`src/rtl/fp_add_normalize_ctrl.sv`:
```
// Normalization controller for the single-precision adder: iterative leading-zero scan, flags for stage 4.
// Optional macro FP_NORM_CTRL_OVERLAP_EN lets a new operand be accepted in the same cycle a result is consumed.
module fp_add_normalize_ctrl #(
   parameter int MENT_WIDTH = 23,
   parameter int EXPO_WIDTH = 8,
   parameter int SCAN_STEP  = 4
) (
   input  logic                          clk,
   input  logic                          rst,
   input  logic                          in_valid,
   output logic                          in_ready,
   input  logic [MENT_WIDTH:0]           sum_in,
   input  logic [EXPO_WIDTH-1:0]         exponent_in,
   output logic                          out_valid,
   input  logic                          out_ready,
   output logic [$clog2(MENT_WIDTH):0]   normalize_position_out,
   output logic                          shift_right_out,
   output logic                          valid_bit_out,
   output logic                          zero_out,
   output logic                          underflow_out,
   output logic                          overflow_out,
   output logic                          busy_out
);

   localparam int POS_W = $clog2(MENT_WIDTH) + 1;
   localparam int LZ_W  = $clog2(SCAN_STEP + 1);
   localparam int CMP_W = POS_W + EXPO_WIDTH;
   localparam logic [LZ_W-1:0]       LZ_FULL = LZ_W'(SCAN_STEP);
   localparam logic [EXPO_WIDTH-1:0] OVF_LIM = EXPO_WIDTH'((1 << EXPO_WIDTH) - 2);

   typedef enum logic [1:0] {
      IDLE  = 2'd0,
      CHECK = 2'd1,
      SCAN  = 2'd2,
      HOLD  = 2'd3
   } state_t;

   state_t                 state;
   state_t                 next_state;
   logic [MENT_WIDTH:0]    w_reg;
   logic [EXPO_WIDTH-1:0]  e_reg;
   logic [POS_W-1:0]       pos_reg;
   logic [POS_W-1:0]       pos_nxt;
   logic                   zero_nxt;
   logic [SCAN_STEP-1:0]   window;
   logic [LZ_W-1:0]        lz;
   logic                   lz_found;
   logic                   carry;
   logic                   w_zero;
   logic                   w_norm;
   logic                   accept;
   logic                   hold_entry;
   logic                   carry_hold;

   assign carry  = w_reg[MENT_WIDTH];
   assign w_zero = (w_reg == '0);
   assign w_norm = w_reg[MENT_WIDTH-1];
   assign window = w_reg[MENT_WIDTH-1 -: SCAN_STEP];
   assign accept = in_valid & in_ready;

   // Leading zeros of the top window; an all-zero window reports SCAN_STEP.
   always_comb begin
      lz       = LZ_FULL;
      lz_found = 1'b0;
      for (int i = SCAN_STEP - 1; i >= 0; i--) begin
         if (!lz_found && window[i]) begin
            lz       = LZ_W'(SCAN_STEP - 1 - i);
            lz_found = 1'b1;
         end
      end
   end

   always_ff @(posedge clk or posedge rst) begin
      if (rst) begin
         state <= IDLE;
      end else begin
         state <= next_state;
      end
   end

   always_comb begin
      next_state = state;
      case (state)
         IDLE: begin
            if (accept) next_state = CHECK;
         end
         CHECK: begin
            if (carry || w_zero || w_norm) next_state = HOLD;
            else                           next_state = SCAN;
         end
         SCAN: begin
            if (lz != LZ_FULL) next_state = HOLD;
         end
         HOLD: begin
            if (out_ready) next_state = accept ? CHECK : IDLE;
         end
         default: next_state = IDLE;
      endcase
   end

   always_comb begin
`ifdef FP_NORM_CTRL_OVERLAP_EN
      in_ready = (state == IDLE) || ((state == HOLD) && out_ready);
`else
      in_ready = (state == IDLE);
`endif
      busy_out = (state != IDLE);
   end

   // Values the result registers take on the cycle the FSM enters HOLD.
   always_comb begin
      pos_nxt  = pos_reg;
      zero_nxt = 1'b0;
      if (state == SCAN) begin
         pos_nxt = pos_reg + POS_W'(lz);
      end else if (state == CHECK) begin
         pos_nxt  = '0;
         zero_nxt = !carry && w_zero;
      end
   end

   assign hold_entry = (state != HOLD) && (next_state == HOLD);
   assign carry_hold = (state == CHECK) && carry;

   always_ff @(posedge clk or posedge rst) begin
      if (rst) begin
         w_reg                  <= '0;
         e_reg                  <= '0;
         pos_reg                <= '0;
         out_valid              <= 1'b0;
         normalize_position_out <= '0;
         shift_right_out        <= 1'b0;
         valid_bit_out          <= 1'b0;
         zero_out               <= 1'b0;
         underflow_out          <= 1'b0;
         overflow_out           <= 1'b0;
      end else begin
         if (accept) begin
            w_reg   <= sum_in;
            e_reg   <= exponent_in;
            pos_reg <= '0;
         end else if (state == SCAN) begin
            w_reg   <= w_reg << lz;
            pos_reg <= pos_nxt;
         end

         if (hold_entry) begin
            out_valid              <= 1'b1;
            normalize_position_out <= pos_nxt;
            shift_right_out        <= carry_hold;
            overflow_out           <= carry_hold && (e_reg >= OVF_LIM);
            zero_out               <= zero_nxt;
            valid_bit_out          <= !zero_nxt;
            underflow_out          <= (CMP_W'(pos_nxt) >= CMP_W'(e_reg)) && !zero_nxt;
         end else if ((state == HOLD) && out_ready) begin
            out_valid              <= 1'b0;
            normalize_position_out <= '0;
            shift_right_out        <= 1'b0;
            overflow_out           <= 1'b0;
            zero_out               <= 1'b0;
            valid_bit_out          <= 1'b0;
            underflow_out          <= 1'b0;
         end
      end
   end

endmodule

```
`config.mk`:
```
export PLATFORM = sky130hd
export DESIGN_NAME = fp_add_normalize_ctrl
export DESIGN_NICKNAME = d
export VERILOG_FILES = /design/src/rtl/fp_add_normalize_ctrl.sv
export SDC_FILE = /design/constraint.sdc
export NUM_CORES = 1
export LEC_CHECK = 0
export CAP_MARGIN = 15
export CORE_AREA = 4 4 156 83
export CTS_BUF_LIST = sky130_fd_sc_hd__clkbuf_8
export DETAILED_ROUTE_END_ITERATION = 16
export DIE_AREA = 0 0 160 87
export SLEW_MARGIN = 20
export SYNTH_ARGS = -nofsm -noshare
export SYNTH_HDL_FRONTEND = slang
export SYNTH_SLANG_ARGS = --single-unit
```
`constraint.sdc`:
```
create_clock -name clk -period 3.5 [get_ports clk]
set_clock_uncertainty 0.05 [all_clocks]
set_input_delay 0.525 -clock clk [delete_from_list [all_inputs] [get_ports clk]]
set_output_delay 0.525 -clock clk [all_outputs]
set_load 0.02 [all_outputs]
```
==> results of run 1 <==
[metal layers]
layer,vias to the layer above,routed length (microns),GRT usage
met5,-,0,0
met4,0,61,0.0304
met3,10,878,0.0435
met2,125,3910,0.190
met1,1463,5910,0.259
li1,1403,-,-
[cell usage in the layout (no fill, tap or decap), drive strengths merged, types with 3 or more instances in the layout]
master	instances
nor2b	12
nand3	14
o211ai	3
mux2	3
o21ai	29
o22ai	8
and2	3
clkbuf	5
nand2	50
a31o	3
buf	12
a31oi	5
mux2i	8
a21o	3
nand2b	3
a21oi	15
ha	9
inv	20
a211oi	3
o31ai	6
nor3	6
nor2	18
clkdlybuf4s50	49
nor4	4
or2	3
a22oi	17
nand4	3
mux4	13
dfrtp	52
a22o	3
or3	4
[path summary, 6_finish.rpt]
kind | cells after the start | slack [ps] | endpoint | start
max in group asynchronous | 3 | 2090 | e_reg[7] | rst
hold / removal | 2 | 450 | out_valid | out_valid
setup reg to reg | 10 | 220 | underflow_out | w_reg[21]
min in group asynchronous | 2 | 530 | out_valid | rst
hold reg to reg | 2 | 450 | out_valid | out_valid
setup / recovery | 10 | 220 | underflow_out | w_reg[21]
[power by group through the flow]
stage	clock (mW)	sequential (mW)	combinational [mW]
floorplan	0	1.09	1.41
finish	0.437	1.20	1.92
global route	0.463	1.23	2.11
CTS	0.447	1.18	1.90
global placement	0	1.17	1.87
detailed placement	0	1.19	1.89
[logic make-up after synthesis]
kind of cell    after synthesis  share of synthesized area
simple gates                121                      0.181
compound gates              105                      0.207
flops                        52                      0.382
buf+inv                      46                     0.0697
mux                          24                      0.119
fa+ha+maj                    10                     0.0389
xor+xnor                      1                    0.00257
[metrics by stage]
stage	util	setup WS (ps)	power (mW)	area, sq um
3_3_place_gp	0.348	408	3.05	4020
4_1_cts	0.358	248	3.53	4140
6_report	0.358	220	3.56	4140
3_5_place_dp	0.348	257	3.08	4020
2_1_floorplan	-	464	2.50	3410
5_1_grt	0.358	34.1	3.81	4140
[worst max-delay path, stage by stage, from the launching register on]
cell and delay, ps:
dfrtp_1 490, or4_4 660, clkinv_2 180, ha_1 290, a21oi_1 310, o311a_1 310
inv_1 70, ha_1 190, a211oi_1 240, o21ai_0 150, a32o_1 220
[cell type report]
type | instances | area share
Timing Repair Buffer | 61 | 0.140
Multi-Input combinational cell | 261 | 0.454
Clock buffer | 5 | 0.0166
Sequential cell | 52 | 0.314
Inverter | 21 | 0.0199
Clock inverter | 3 | 0.0103
Tap cell | 150 | 0.0453
[timing repair]
item | 4_1_cts | 5_1_grt
endpoints found under the hold margin | 0 | 0
setup endpoints to repair | 0 | 1
gates resized for setup | 0 | 1
==> metrics.md, run 1 <==
| Metric | Value |
|---|---|
| Critical Path RT | `3660 ps` |
| Sw power | `1.64 mW` |
| First-pass GRT wire length | `16.8 mm` |
| Comb pwr share | `0.540` |
| Die area | `13900 sq um` |
| Num rows | `28` |
| CP endpoint kind | `register` |
| Core area | `11600 sq um` |
| Register area share after synthesis | `0.382` |
| Share of power burned in registers | `0.337` |
| Distinct cells, synth | `57` |
| Ys async rst share | `1.00` |
| Total Routing Usage GR | `0.156` |
| CP Max Fanout | `13` |
| Setup violators final | `0` |
| Biggest area consumer among synthesized cells | `dfrtp_1` |
| Post-Route WL | `10.8 mm` |
| Num CTS Buffers | `5` |
| Fmax | `305 MHz` |
| Tcrit/Tclk final | `0.937` |
| Number of synthesized flops with an enable pin | `0` |
| ANT nets after route | `0` |
| Vias in the first global route | `2826` |
| Hold Vio Cnt, Final | `0` |
| Flip-flop and latch area | `1300 sq um` |
| Synth warn | `0` |
| Max Slew Vio Count | `0` |
| Net Sw Frac | `0.462` |
| Register bit total from synthesis | `52` |
| Worst hold slack | `450 ps` |
| Syn Inst Count | `359` |
| P_leak | `1.79 nW` |
| GP Congestion | `0.931` |
| Post-Syn Area per Cell | `9.50 sq um` |
| Initial Util | `0.295` |
| Post-CTS Setup Bufs | `0` |
| Setup TNS | `0 ps` |
| Yosys top cell area share | `0.382` |
| Initial antenna violation count | `0` |
| Most frequent cell after synthesis | `dfrtp_1` |
| Vias per cell | `5.43` |
| First-pass detailed-route iteration total | `4` |
| # hold bufs at CTS | `0` |
| Clock transition at the registers of the reported paths | `100 ps` |
| Clock network fraction of total power | `0.123` |
| Clock Latency Late Sink | `320 ps` |
| Tightest Hold Check Type | `reg -> reg` |
| Least-Margin Pin Slew | `780 ps` |
| Largest cells by area after synthesis | `dfrtp_1 (38%), mux4_2 (8.6%), nand2_1 (5.4%)` |
| Post-synth top flop | `dfrtp_1` |
| Cell area after synthesis | `3410 sq um` |
| Slew headroom | `0.480` |
| Clk buf depth | `2` |
| Nets | `448` |
| Wire per inst | `19.5 microns` |
| Max IR drop VDD | `0.000257 V` |
| Placed cell count | `545` |
| Fill cells | `1192` |
| Crit Path Class | `reg -> reg` |
| Worst Setup Start Kind | `register` |
| CTS tree | `built` |
| DR vias | `3001` |
| Power Dens Cells | `858 nW/um^2` |
| Flip-flop count of the largest register after layout | `24` |
| Finished Layout Cells | `553` |
| Unrepaired setup endpoints after global routing | `false` |
| Gr ovfl total | `0` |
| DRC Markers | `0` |
| Number of diodes | `0` |
| Die height | `87 microns` |
| Int Power | `1.91 mW` |
| H-tree levels | `2` |
| Iter 0 DRT Violations | `285` |
| Chip width | `160 microns` |
| Synth-to-layout area growth | `21.5%` |
| Max cap viols | `0` |
| # IOs | `50` |
| Synth cell count leaders | `dfrtp_1 (52), nand2_1 (49), o21ai_0 (24)` |
| CTS root buffer | `clkbuf_8` |
| Detailed placer's ending HPWL | `8.07 mm` |
| Clock sinks | `52` |
| Multi-input gate area | `1880 sq um` |
| Critical Path AT | `3440 ps` |
| Post-layout min period | `3280 ps` |
| Share of cells above drive strength 1 | `0.139` |
| Port buffer count | `49` |
| Status | `completed` |
| Largest net degree at the start of global routing | `35` |
| Syn nets | `405` |
No activity file was read; power rests on OpenSTA's default activity.
==> inputs of run 2 (changes only) <==
--- a/config.mk
+++ b/config.mk
@@ -6,10 +6,11 @@
 export NUM_CORES = 1
 export LEC_CHECK = 0
 export CAP_MARGIN = 15
-export CORE_AREA = 4 4 156 83
+export CORE_AREA = 2 2 110 112
 export CTS_BUF_LIST = sky130_fd_sc_hd__clkbuf_8
 export DETAILED_ROUTE_END_ITERATION = 16
-export DIE_AREA = 0 0 160 87
+export DIE_AREA = 0 0 112 114
+export GPL_TIMING_DRIVEN = 0
 export SLEW_MARGIN = 20
 export SYNTH_ARGS = -nofsm -noshare
 export SYNTH_HDL_FRONTEND = slang
==> metrics.md, run 2 (synthesized netlist as in run 1, its figures left out) <==
| Metric | Value |
|---|---|
| First-pass GRT wire length | `16.4 mm (was 16.8 mm)` |
| Least-Margin Pin Slew | `671 ps (was 780 ps)` |
| Hold Vio Cnt, Final | `0 (unchanged)` |
| Post-layout min period | `3300 ps (was 3280 ps)` |
| Commonest cells after routing, fill and taps aside | `dfrtp_1 (52), nand2_1 (49), clkdlybuf4s50_1 (49) (unchanged)` |
| Initial Util | `0.291 (was 0.295)` |
| Vias in the first global route | `3121 (was 2826)` |
| DR vias | `3065 (was 3001)` |
| Num rows | `40 (was 28)` |
| Slew headroom | `0.553 (was 0.480)` |
| Post-Route WL | `9.94 mm (was 10.8 mm)` |
| Post-layout total power | `3.48 mW (was 3.56 mW)` |
| Fmax | `303 MHz (was 305 MHz)` |
| Sw power | `1.59 mW (was 1.64 mW)` |
| # resized after CTS | `0 (unchanged)` |
| Total Routing Usage GR | `0.160 (was 0.156)` |
| GP Congestion | `0.916 (was 0.931)` |
| Crit Path Class | `reg -> reg (unchanged)` |
| Die height | `114 microns (was 87 microns)` |
| Tightest Hold Check Type | `reg -> reg (unchanged)` |
| CP Max Fanout | `10 (was 13)` |
| Nets | `461 (was 448)` |
| Fill cells | `1224 (was 1192)` |
| Met2 usage | `0.267 (was 0.190)` |
| Met1 Use GR | `0.216 (was 0.259)` |
| CP endpoint kind | `register (unchanged)` |
| Worst Setup Start Kind | `register (unchanged)` |
| Clock Latency Late Sink | `310 ps (was 320 ps)` |
| Clock transition at the registers of the reported paths | `120 ps (was 100 ps)` |
| Reg2reg start | `w_reg[20] (was w_reg[21])` |
| # IOs | `50 (unchanged)` |
| Max Slew Vio Count | `0 (unchanged)` |
| Max IR drop VDD | `0.000314 V (was 0.000257 V)` |
| Power Dens Cells | `829 nW/um^2 (was 858 nW/um^2)` |
| Critical Path AT | `3470 ps (was 3440 ps)` |
| Chip width | `112 microns (was 160 microns)` |
| Detailed placer's ending HPWL | `7.23 mm (was 8.07 mm)` |
| H-tree levels | `2 (unchanged)` |
| Die area | `12800 sq um (was 13900 sq um)` |
| Tcrit/Tclk final | `0.944 (was 0.937)` |
| Number of diodes | `0 (unchanged)` |
| Synth-to-layout area growth | `23.1% (was 21.5%)` |
| Post-place setup slack | `37.7 ps (was 257 ps)` |
| Worst Hold Launch | `out_valid (unchanged)` |
| Clk buf depth | `2 (unchanged)` |
| Gr ovfl total | `0 (unchanged)` |
| Largest net degree at the start of global routing | `53 (was 35)` |
| CTS root buffer | `clkbuf_8 (unchanged)` |
| Share of power burned in registers | `0.325 (was 0.337)` |
| Port buffer count | `49 (unchanged)` |
| Max cap viols | `0 (unchanged)` |
| Sink of the worst hold path | `out_valid (unchanged)` |
| Commonest non-fill, non-tap cell in the layout | `dfrtp_1 (unchanged)` |
| ANT nets after route | `0 (unchanged)` |
| Comb pwr share | `0.566 (was 0.540)` |
| Worst R2R End | `underflow_out (unchanged)` |
| Clock sinks | `52 (unchanged)` |
| Flip-flop count of the largest register after layout | `24 (unchanged)` |
| Clock network fraction of total power | `0.109 (was 0.123)` |
| Post-CTS Setup Bufs | `0 (unchanged)` |
| Global Route met3 Usage | `0.0404 (was 0.0435)` |
| Unrepaired setup endpoints after global routing | `false (unchanged)` |
| Share of cells above drive strength 1 | `0.142 (was 0.139)` |
| Hold Path Stages | `2 (unchanged)` |
| Setup TNS | `0 ps (unchanged)` |
| Int Power | `1.89 mW (was 1.91 mW)` |
| Gr busiest metal | `met2 (was met1)` |
| DRC Markers | `0 (unchanged)` |
| Cell Area, Placed | `4090 sq um (was 4020 sq um)` |
| Final worst setup slack | `195 ps (was 220 ps)` |
| Flop2flop setup slack | `200 ps (was 220 ps)` |
| Iter 0 DRT Violations | `180 (was 285)` |
| P_leak | `1.81 nW (was 1.79 nW)` |
| Critical Path RT | `3670 ps (was 3660 ps)` |
| First-pass detailed-route iteration total | `5 (was 4)` |
| Wire per inst | `17.6 microns (was 19.5 microns)` |
| Core area | `11700 sq um (was 11600 sq um)` |
| Reg2Reg Depth | `15 (was 10)` |
| Vias per cell | `5.44 (was 5.43)` |
| CTS tree | `built (unchanged)` |
| Initial antenna violation count | `0 (unchanged)` |
| Setup violators final | `0 (unchanged)` |
| Net Sw Frac | `0.457 (was 0.462)` |
| Final Cell Area | `4200 sq um (was 4140 sq um)` |
| Status | `completed (unchanged)` |
| # hold bufs at CTS | `0 (unchanged)` |
| Num CTS Buffers | `5 (unchanged)` |
## run 2: cell count changes in the layout (fill, tap and decap cells not counted), sizes merged
cell    previous run  this run
buf               12        13
inv               20        21
clkbuf             5        17
bufinv             1         0
## run 2: per-stage QoR
step           hold WS [ps]  utilization  cells
2_1_floorplan           402            -    359
3_3_place_gp            415        0.349    555
3_5_place_dp            412        0.349    555
4_1_cts                 451        0.357    563
5_1_grt                 482        0.359    563
6_report                449        0.359    563
## run 2: layout make-up
class                           count  area, sq um  area share
Timing Repair Buffer               49          490       0.117
Multi-Input combinational cell    261         1890       0.449
Sequential cell                    52         1300       0.310
Inverter                           21         85.1      0.0203
Clock inverter                      3         27.5     0.00656
Clock buffer                        5         68.8      0.0164
Buffer                             25          155      0.0369
Tap cell                          147          184      0.0438
## run 2: worst max path at each step
stage / from / to / slack, ps
after floorplan: w_reg[20] / underflow_out / 460
after global placement: w_reg[20] / underflow_out / 110
after detailed placement: w_reg[20] / underflow_out / 40
after CTS: w_reg[20] / underflow_out / 40
after global routing: w_reg[20] / underflow_out / 20
final: w_reg[20] / underflow_out / 200
## run 2: per-layer routing
| layer | share of wire | vias to the layer above |
|---|---|---|
| li1 | - | 1431 |
| met1 | 0.44 | 1514 |
| met2 | 0.48 | 102 |
| met3 | 0.061 | 18 |
| met4 | 0.020 | 0 |
| met5 | 0 | - |
## run 2: power by group through the flow
| stage | Clock, mW | Sequential [mW] | Combinational [mW] |
|---|---|---|---|
| final | 0.379 | 1.13 | 1.97 |
| after global routing | 0.414 | 1.17 | 2.17 |
| after CTS | 0.387 | 1.12 | 1.96 |
| after detailed placement | 0 | 1.13 | 1.95 |
| after global placement | 0 | 1.12 | 1.91 |
| after floorplan | 0 | 1.09 | 1.41 |
## run 2: worst max-delay path: stages (launching register included)
cell and delay [ps]:
dfrtp_1 390, buf_6 140, or2_1 240, buf_6 150, nand2_8 100, buf_2 270
inv_1 80, ha_1 280, a21o_1 180, a21oi_2 220, o31ai_1 120, a21oi_2 230
inv_1 70, ha_1 270, o211a_1 230, a32o_1 210
